File: src/rtl/sha256_pkg.sv
// ---------------------------------------------------------------------------
// sha256_pkg
// Shared definitions for the SHA-256 round-constant fetch path.
//   K_LENGTH_DEFAULT : number of round constants in one compression pass
//   fetch_state_t    : sequencer state encoding (IDLE=0, RUN=1, DRAIN=2, DONE=3)
//   prefetch_depth() : prefetch FIFO depth needed to cover a given memory
//                      read latency at full throughput
// ---------------------------------------------------------------------------
package sha256_pkg;

    localparam int K_LENGTH_DEFAULT = 64;

    typedef enum logic [1:0] {
        IDLE  = 2'd0,
        RUN   = 2'd1,
        DRAIN = 2'd2,
        DONE  = 2'd3
    } fetch_state_t;

    // One slot per cycle of read latency, one for the entry being presented
    // and one so a pop and the next issue can overlap without a bubble.
    function automatic int prefetch_depth(input int mem_latency);
        return mem_latency + 2;
    endfunction

endpackage

File: src/rtl/k_prefetch_fifo.sv
// ---------------------------------------------------------------------------
// k_prefetch_fifo
// Synchronous DEPTH-entry FIFO holding returned round constants together with
// the address tag they were read from.
//   clock, reset_n : rising-edge clock, asynchronous active-low reset
//   push           : write push_data/push_tag at the tail
//   pop            : drop the head entry (ignored when empty)
//   flush          : empty the FIFO; overrides push and pop in the same cycle
//   count          : number of stored entries
//   head_data      : data of the head entry (meaningful when count != 0)
//   head_tag       : tag of the head entry (meaningful when count != 0)
// The writer guarantees it never pushes into a full FIFO, so there is no
// full indication.
// ---------------------------------------------------------------------------
module k_prefetch_fifo #(
    parameter int DEPTH = 3,
    parameter int DW    = 32,
    parameter int TW    = 6,
    localparam int PW   = (DEPTH > 1) ? $clog2(DEPTH) : 1,
    localparam int CW   = $clog2(DEPTH + 1)
) (
    input  logic          clock,
    input  logic          reset_n,
    input  logic          push,
    input  logic [DW-1:0] push_data,
    input  logic [TW-1:0] push_tag,
    input  logic          pop,
    input  logic          flush,
    output logic [CW-1:0] count,
    output logic [DW-1:0] head_data,
    output logic [TW-1:0] head_tag
);

    logic [DW-1:0] data_mem [DEPTH];
    logic [TW-1:0] tag_mem  [DEPTH];
    logic [PW-1:0] wr_ptr;
    logic [PW-1:0] rd_ptr;
    logic          do_push;
    logic          do_pop;

    function automatic logic [PW-1:0] ptr_next(input logic [PW-1:0] p);
        return (p == PW'(DEPTH - 1)) ? '0 : p + 1'b1;
    endfunction

    assign do_push = push && !flush;
    assign do_pop  = pop && !flush && (count != '0);

    always_ff @(posedge clock or negedge reset_n) begin
        if (!reset_n) begin
            wr_ptr <= '0;
            rd_ptr <= '0;
            count  <= '0;
        end else if (flush) begin
            wr_ptr <= '0;
            rd_ptr <= '0;
            count  <= '0;
        end else begin
            if (do_push) wr_ptr <= ptr_next(wr_ptr);
            if (do_pop)  rd_ptr <= ptr_next(rd_ptr);
            // Simultaneous push and pop leave the count unchanged.
            count <= count + CW'(do_push) - CW'(do_pop);
        end
    end

    // Storage needs no reset: entries are only observed when count != 0.
    always_ff @(posedge clock) begin
        if (do_push) begin
            data_mem[wr_ptr] <= push_data;
            tag_mem[wr_ptr]  <= push_tag;
        end
    end

    assign head_data = data_mem[rd_ptr];
    assign head_tag  = tag_mem[rd_ptr];

endmodule

File: src/rtl/k_fetch_ctrl.sv
// ---------------------------------------------------------------------------
// k_fetch_ctrl
// Walks the SHA-256 round-constant memory once per compression pass, hiding
// the memory read latency behind a small prefetch FIFO, and hands constants
// to the round datapath.
//   clock, reset_n        : rising-edge clock, asynchronous active-low reset
//   start                 : begin a pass (sampled only in IDLE)
//   abort                 : cancel the current pass (ignored in IDLE)
//   k_read_en, k_address  : read strobe and address to the constant memory
//   k_data                : read data, valid MEM_LATENCY cycles after strobe
//   k_valid, k_ready      : handshake for cur_k_value / k_round
//   cur_k_value, k_round  : constant at the FIFO head and its round index
//   address_read_complete : level, all K_LENGTH reads issued this pass
//   busy                  : sequencer is not IDLE
//   done                  : one-cycle pulse after the last constant is taken
//   dbg_state             : current sequencer state (fetch_state_t encoding)
//
// Handshake: a transfer happens in every cycle where k_valid && k_ready are
// both high. k_valid depends only on registered state, never on k_ready.
// While k_valid is high and k_ready is low, cur_k_value and k_round hold.
// ---------------------------------------------------------------------------
module k_fetch_ctrl
    import sha256_pkg::*;
#(
    parameter int K_LENGTH    = K_LENGTH_DEFAULT,
    parameter int MEM_LATENCY = 1,
    localparam int AW         = $clog2(K_LENGTH)
) (
    input  logic          clock,
    input  logic          reset_n,
    input  logic          start,
    input  logic          abort,
    output logic          k_read_en,
    output logic [AW-1:0] k_address,
    input  logic [31:0]   k_data,
    output logic          k_valid,
    input  logic          k_ready,
    output logic [31:0]   cur_k_value,
    output logic [AW-1:0] k_round,
    output logic          address_read_complete,
    output logic          busy,
    output logic          done,
    output logic [1:0]    dbg_state
);

    localparam int DEPTH = prefetch_depth(MEM_LATENCY);
    localparam int CW    = AW + 1;                 // reaches K_LENGTH without wrap
    localparam int FCW   = $clog2(DEPTH + 1);
    localparam int OW    = FCW + 1;

    fetch_state_t    state;
    logic [CW-1:0]   issued;
    logic [CW-1:0]   round_cnt;
    logic            arc_q;

    // Latency shift register: one valid bit and address tag per strobe.
    logic [MEM_LATENCY-1:0] tag_vld;
    logic [AW-1:0]          tag_addr [MEM_LATENCY];

    logic [FCW-1:0]  fifo_count;
    logic [FCW-1:0]  inflight;
    logic [OW-1:0]   occupancy;
    logic [31:0]     head_data;
    logic [AW-1:0]   head_tag;
    logic            strobe;
    logic            xfer;
    logic            last_xfer;
    logic            fifo_push;
    logic            fifo_flush;

    always_comb begin
        inflight = '0;
        for (int i = 0; i < MEM_LATENCY; i++) begin
            inflight = inflight + FCW'(tag_vld[i]);
        end
    end

    // Reads still in the memory pipeline already own a FIFO slot, so capping
    // fifo_count + inflight at DEPTH rules out overflow without a stall path.
    assign occupancy = OW'(fifo_count) + OW'(inflight);
    assign strobe    = (state == RUN) && (issued < CW'(K_LENGTH))
                       && (occupancy < OW'(DEPTH));

    assign xfer       = k_valid && k_ready;
    assign last_xfer  = xfer && (round_cnt == CW'(K_LENGTH - 1));
    // Returning data is only kept while a pass is running; in DRAIN it is
    // dropped on the floor.
    assign fifo_push  = tag_vld[MEM_LATENCY-1] && (state == RUN);
    assign fifo_flush = ((state == IDLE) && start) || ((state == RUN) && abort);

    k_prefetch_fifo #(
        .DEPTH (DEPTH),
        .DW    (32),
        .TW    (AW)
    ) u_fifo (
        .clock     (clock),
        .reset_n   (reset_n),
        .push      (fifo_push),
        .push_data (k_data),
        .push_tag  (tag_addr[MEM_LATENCY-1]),
        .pop       (xfer),
        .flush     (fifo_flush),
        .count     (fifo_count),
        .head_data (head_data),
        .head_tag  (head_tag)
    );

    always_ff @(posedge clock or negedge reset_n) begin
        if (!reset_n) begin
            tag_vld <= '0;
            for (int i = 0; i < MEM_LATENCY; i++) begin
                tag_addr[i] <= '0;
            end
        end else begin
            tag_vld[0]  <= strobe;
            tag_addr[0] <= issued[AW-1:0];
            for (int i = 1; i < MEM_LATENCY; i++) begin
                tag_vld[i]  <= tag_vld[i-1];
                tag_addr[i] <= tag_addr[i-1];
            end
        end
    end

    always_ff @(posedge clock or negedge reset_n) begin
        if (!reset_n) begin
            state     <= IDLE;
            issued    <= '0;
            round_cnt <= '0;
            arc_q     <= 1'b0;
        end else begin
            case (state)
                IDLE: begin
                    if (start) begin
                        state     <= RUN;
                        issued    <= '0;
                        round_cnt <= '0;
                        arc_q     <= 1'b0;
                    end
                end
                RUN: begin
                    if (strobe) begin
                        issued <= issued + 1'b1;
                        if (issued == CW'(K_LENGTH - 1)) arc_q <= 1'b1;
                    end
                    if (xfer) round_cnt <= round_cnt + 1'b1;
                    // abort wins over a final transfer in the same cycle
                    if (abort)          state <= DRAIN;
                    else if (last_xfer) state <= DONE;
                end
                DRAIN: begin
                    if (inflight == '0) state <= IDLE;
                end
                DONE: begin
                    state <= IDLE;
                end
                default: begin
                    state <= IDLE;
                end
            endcase
        end
    end

    assign k_read_en             = strobe;
    assign k_address             = issued[AW-1:0];
    assign k_valid               = (fifo_count != '0);
    assign cur_k_value           = k_valid ? head_data : '0;
    // The head tag is the address the entry was read from, i.e. its round.
    assign k_round               = k_valid ? head_tag : round_cnt[AW-1:0];
    assign address_read_complete = arc_q;
    assign busy                  = (state != IDLE);
    assign done                  = (state == DONE);
    assign dbg_state             = state;

endmodule
File: config.mk
export PLATFORM = sky130hd
export DESIGN_NAME = k_fetch_ctrl
export DESIGN_NICKNAME = d
export VERILOG_FILES = /design/src/rtl/sha256_pkg.sv /design/src/rtl/k_prefetch_fifo.sv /design/src/rtl/k_fetch_ctrl.sv
export SDC_FILE = /design/constraint.sdc
export NUM_CORES = 1
export LEC_CHECK = 0
export BUFFER_PORTS_ARGS = -buffer_cell sky130_fd_sc_hd__clkbuf_2
export CORE_MARGIN = 4
export CORE_UTILIZATION = 45
export CTS_CLUSTER_DIAMETER = 200
export CTS_CLUSTER_SIZE = 10
export DETAILED_ROUTE_END_ITERATION = 8
export PLACE_DENSITY = 0.72
export SLEW_MARGIN = 20
export SYNTH_ARGS = -nofsm -noshare
export SYNTH_HDL_FRONTEND = slang
export SYNTH_SLANG_ARGS = --single-unit
export TNS_END_PERCENT = 10
File: constraint.sdc
create_clock -name clock -period 5.9 [get_ports clock]
set_input_delay 0.59 -clock clock [delete_from_list [all_inputs] [get_ports clock]]
set_output_delay 0.59 -clock clock [all_outputs]
set_load 0.1 [all_outputs]
# == After elaboration in Yosys (flattened, before gate mapping) ==
# Memories as Yosys holds them, arrays and structs flattened.
# Cells that the tools add are included.
# word_totals
ff_bits,30
mem_bits_rw,114
in_bits,37
output_inout_bits,51
memories,2
# mem_list
name,depth,word_bits,rd,rd_clocked_by_memory_dff,wr,line_no,rtl
u_fifo.data_mem,3,32,1,0,1,k_prefetch_fifo.sv:34,logic [DW-1:0] data_mem [DEPTH];
u_fifo.tag_mem,3,6,1,0,1,k_prefetch_fifo.sv:35,logic [TW-1:0] tag_mem [DEPTH];
# classes
n_addsub,7
order_cmp,2
eq_ne,13
mux,25
reduce_logical,23
# op_table
op,n
$mux 32,1
$pmux 7 s2,2
$mux 2,11
$mux 7,3
$add 7x1->7 const B,2
$eq 7x6->1 const B,2
$logic_and 1x1->1,10
$reduce_bool 2->1,5
$reduce_and 3->1,3
$eq 2x2->1 const B,4
$pmux 2 s4,1
$lt 7x7->1 const B,1
$mux 6,1
$ne 2x2->1 const B,3
$mux 1,5
$add 2x1->2 const B,2
$logic_not 2->1,2
$ne 2x1->1 const B,2
$reduce_and 4->1,1
$add 2x1->3,1
$lt 3x2->1 const B,1
$ne 3x3->1 const B,1
$add 2x1->2,1
$eq 2x1->1 const B,1
4 further kinds,4

# == Longest topological paths before layout ==
# logic_depth
depth_word,8
depth_mapped,10
ltp_nobuf,10

# == Hierarchy ==
# Synthesis repeated with hierarchy kept, for this count alone.
# unflattened
cells_unflattened,430
area_unflattened_um2,6049.6
# modules_own_cells
module,instances,cells_each,area_per_inst_um2,seq_area_each_um2
k_prefetch_fifo,1,272,4574.4,3573.4
k_fetch_ctrl,1,158,1475.2,600.6

# == Least setup slack after synthesis ==
# OpenSTA, ideal clock, no wires.
# synth_path
kind,register to register
from,"register state[0], in the netlist dbg_state[0]"
to,"memory u_fifo.data_mem[2][0], enable pin"
setup_ns,0.541
arrival_time_ns,5.408
slack_ns,-0.050
path_stages_with_launch,4
n_path_buf,0
period_less_slack_ns,5.950
cell_sequence,dfrtp_1 > and2b_1 > nand2_2 > nor4b_1
# synth_via
elab_chain_len,7
elab_cells_between_ends,10
cone_classes,eq/ne: 1; mux: 2; reduce/logical: 7
# synth_rtl
item,line_no,rtl
"start, declared",k_fetch_ctrl.sv:51,fetch_state_t state;
"start signal, assigned",k_fetch_ctrl.sv:126,state <= IDLE;
"start signal, assigned",k_fetch_ctrl.sv:134,state <= RUN;
"start signal, assigned",k_fetch_ctrl.sv:147,if (abort) state <= DRAIN;
$eq 2x1->1 or $logic_not 2->1 (tied branches),"k_fetch_ctrl.sv:88, k_fetch_ctrl.sv:89",
$logic_and 1x1->1,k_fetch_ctrl.sv:89,assign fifo_flush = ((state == IDLE) && start) || ((state == RUN) && abort);
$logic_or 1x1->1,k_fetch_ctrl.sv:89,
$logic_not 1->1,k_prefetch_fifo.sv:45,assign do_push = push && !flush;
$logic_and 1x1->1 *,k_prefetch_fifo.sv:45,
$mux 1 *,k_prefetch_fifo.sv:67,if (do_push) begin
$mux 1 (implied by the code) *,k_prefetch_fifo.sv:68,data_mem[wr_ptr] <= push_data;
"end, declared",k_prefetch_fifo.sv:34,
# Every way passes the cells marked *; elsewhere a longest branch is shown, timed or not.

# == Final worst setup path ==
# layout_path
from,register u_fifo.rd_ptr[0]
to,output cur_k_value[10]
# layout_via
elab_chain_len,2
# layout_rtl
item,line_no,rtl
"start, declared",k_prefetch_fifo.sv:37,logic [PW-1:0] rd_ptr;
"start signal, assigned",k_prefetch_fifo.sv:59,if (do_pop) rd_ptr <= ptr_next(rd_ptr);
$mem_v2 3x32,-,
$mux 32,k_fetch_ctrl.sv:166,assign cur_k_value = k_valid ? head_data : '0;
"end, declared",k_fetch_ctrl.sv:38,"output logic [31:0] cur_k_value,"
# Every way passes these cells.

==> flow_summary.yaml <==
cts:
  cts_tree: "done"
  post_cts_buffers: 0
  clock_latency_ps: 410
  htreeDepth: 4
  clkSlewWorstSetupHoldPaths_ps: 60
  clock_sinks: 144
  cts_buffers: 17
  hold_buffers: 0
  cts-root-buf: "clkbuf_16"
  post_cts_resized: 0
  clockBufferDepth: 2
worst_setup_path:
  start_kind: "flip-flop"
  worstPathArrival_ps: 2540
  r2r_end: "u_fifo.count[1]$_DFF_PN0_"
  crit_path_max_fanout: 26
  crit_path_start: "u_fifo.rd_ptr[0]$_DFFE_PN0P_"
  path_class: "flip-flop to primary output"
  required_ps: 5310
  rr_worst_depth: 9
  crit_end: "cur_k_value[10]"
  cp-end-kind: "primary output"
  rrSetupSlack_ps: 3610
  reg2reg_from: "dbg_state[0]$_DFFE_PN0P_"
die:
  die_area_sq_um: 14800
  die-height_microns: 122
  io_pins: 88
  start_util: 0.461
  die_w_microns: 122
  core_region_area_sq_um: 12600
  num_rows: 41
logic_synthesis:
  synth-seq-area-share: 0.718
  synth_seq_cells: 144
  synthArstFlopShare: 0.208
  synthesis.nets: 473
  ys_warn_count: 0
  syn-cell-area_sq_um: 5810
  synth.avg_cell_area_sq_um: 13.5
  synth_edf_count: 114
  synth_top_family_by_area: "simple AND/OR/NAND/NOR gates"
  synth_mux_area_frac: 0.0758
  synth-adder-area-share: 0.0129
  synth_cell_types: 36
  synth_cells: 430
  synth_ff_type: "edfxtp_1"
  synth_xor_area_frac: 0.00753
  synthSimpleGateAreaFrac: 0.104
  synth-compound-area-share: 0.0549
cells_and_area:
  nets: 559
  area_growth_pct: 20.5
  antenna_cells: 0
  layout_commonest_cell: "edfxtp_1"
  nFillCells: 1047
  finalNonFillerCells: 701
  layout-drive-gt1-share: 0.259
  final_cell_mix: "edfxtp_1 (114), clkbuf_2 (87), nor2_1 (80)"
drt:
  dr.first_iter.drc_count: 189
  antenna_left: 0
  dr.pass1.iters: 4
  routed_wl_microns: 10900
  post-route-drc-count: 0
  wl_per_cell_microns: 15.5
  via_count: 3568
  viasPerCell: 5.09
sta:
  max_freq_ghz: 0.319
  rsz0062_at_grt: "no"
  setup_violations: 0
  skew_ps: 4.98
  hold_slack_ps: 234
  slew_headroom: 0.294
  fin_crit_sh: 0.531
  hold_viol_final: 0
  slew_violations: 0
  fin_crit_ps: 3130
  worstMarginPinSlew_ps: 1060
flow_run:
  drv_cap: 0
min_path:
  hp-class: "primary input to asynchronous set/reset pin"
placed_design:
  io_buffer_count: 87
  gp_congestion: 0.796
  dp_hpwl_microns: 6850
  dp.cells: 669
global_routing:
  grtUsageMet3: 0.0464
  grt_max_degree: 65
  antenna_found_initial: 0
  use_met1: 0.192
  busiest_layer: "met2"
  grt_pass1_vias: 3570
  gr-total-overflow: 0
  grt_usage: 0.155
  grt_pass1_wl_microns: 17200
  use_met2: 0.255
outcome:
  outcome: "completed"
[sequential cells by signal, summed over array words and instances (netlist names), 6 cells and up]
signal,cells
issued,7
round_cnt,7
tag_addr,6
u_fifo.data_mem,96
u_fifo.tag_mem,18
[logic make-up (layout without fill, tap and decap cells)]
group | after synthesis | in the layout
adders and majority gates | 6 | 6
AOI/OAI and AO/OA | 61 | 61
and+or+nand+nor | 139 | 139
DFF | 144 | 144
buffers and inverters | 31 | 130
xor gates and xnor gates | 5 | 5
muxes | 44 | 44
[worst max-delay path: stages (launching register included)]
cell      delay (ps)
dfrtp_2          640
buf_4            520
mux2i_1          240
nor2_1            60
a21oi_1          180
nor2_1            60
clkbuf_2         420
[layout make-up]
cell class | count | area (sq um) | share of cell area
Clock buffer | 17 | 425 | 0.0607
Clock inverter | 15 | 170 | 0.0243
Inverter | 6 | 23.8 | 0.00339
Multi-Input combinational cell | 255 | 1520 | 0.217
Sequential cell | 144 | 4180 | 0.596
Tap cell | 172 | 215 | 0.0307
Timing Repair Buffer | 92 | 473 | 0.0675
[worst min-delay path by stage]
stage | slack [ps] | depth (start not counted) | start | endpoint
global route | 280 | 1 | reset_n | tag_vld$_DFF_PN0_
floorplan | 290 | 0 | reset_n | address_read_complete$_DFFE_PN0P_
global placement | 430 | 0 | issued[5]$_DFFE_PN0P_ | tag_addr[5]$_DFF_PN0_
finish | 230 | 1 | reset_n | dbg_state[0]$_DFFE_PN0P_
CTS | 240 | 1 | reset_n | dbg_state[0]$_DFFE_PN0P_
detailed placement | 440 | 0 | issued[5]$_DFFE_PN0P_ | tag_addr[5]$_DFF_PN0_
[layer usage]
metal  part of all wire  vias up
met5                  0        -
met4              0.018        0
met3              0.051       15
met2               0.50      101
met1               0.43     1743
li1                   -     1709
[stage by stage]
step	instance area (sq um)	setup TNS [ps]	util	worst slack (ps)
6_report	7000	0	0.555	2770
5_1_grt	7000	0	0.555	2590
4_1_cts	7000	0	0.555	2730
3_5_place_dp	6410	0	0.508	3180
3_3_place_gp	6410	0	0.508	3230
2_1_floorplan	5820	-1120	-	-29.4
[cells in the mapped netlist (6+ instances only)]
master      n  area share
clkbuf_1   10      0.0065
nand3_1    10      0.0086
buf_4       7      0.0090
buf_2       7      0.0060
o21ai_0    11      0.0095
nor2_1     81       0.052
nand2_1    29       0.019
mux2i_1    44       0.076
edfxtp_1  114        0.59
a21oi_1    45       0.039
ha_1        6       0.013
dfrtp_1    30        0.13
Power is not shown: default switching activity piles up to over one toggle a cycle in this logic, so the estimate is an artifact.
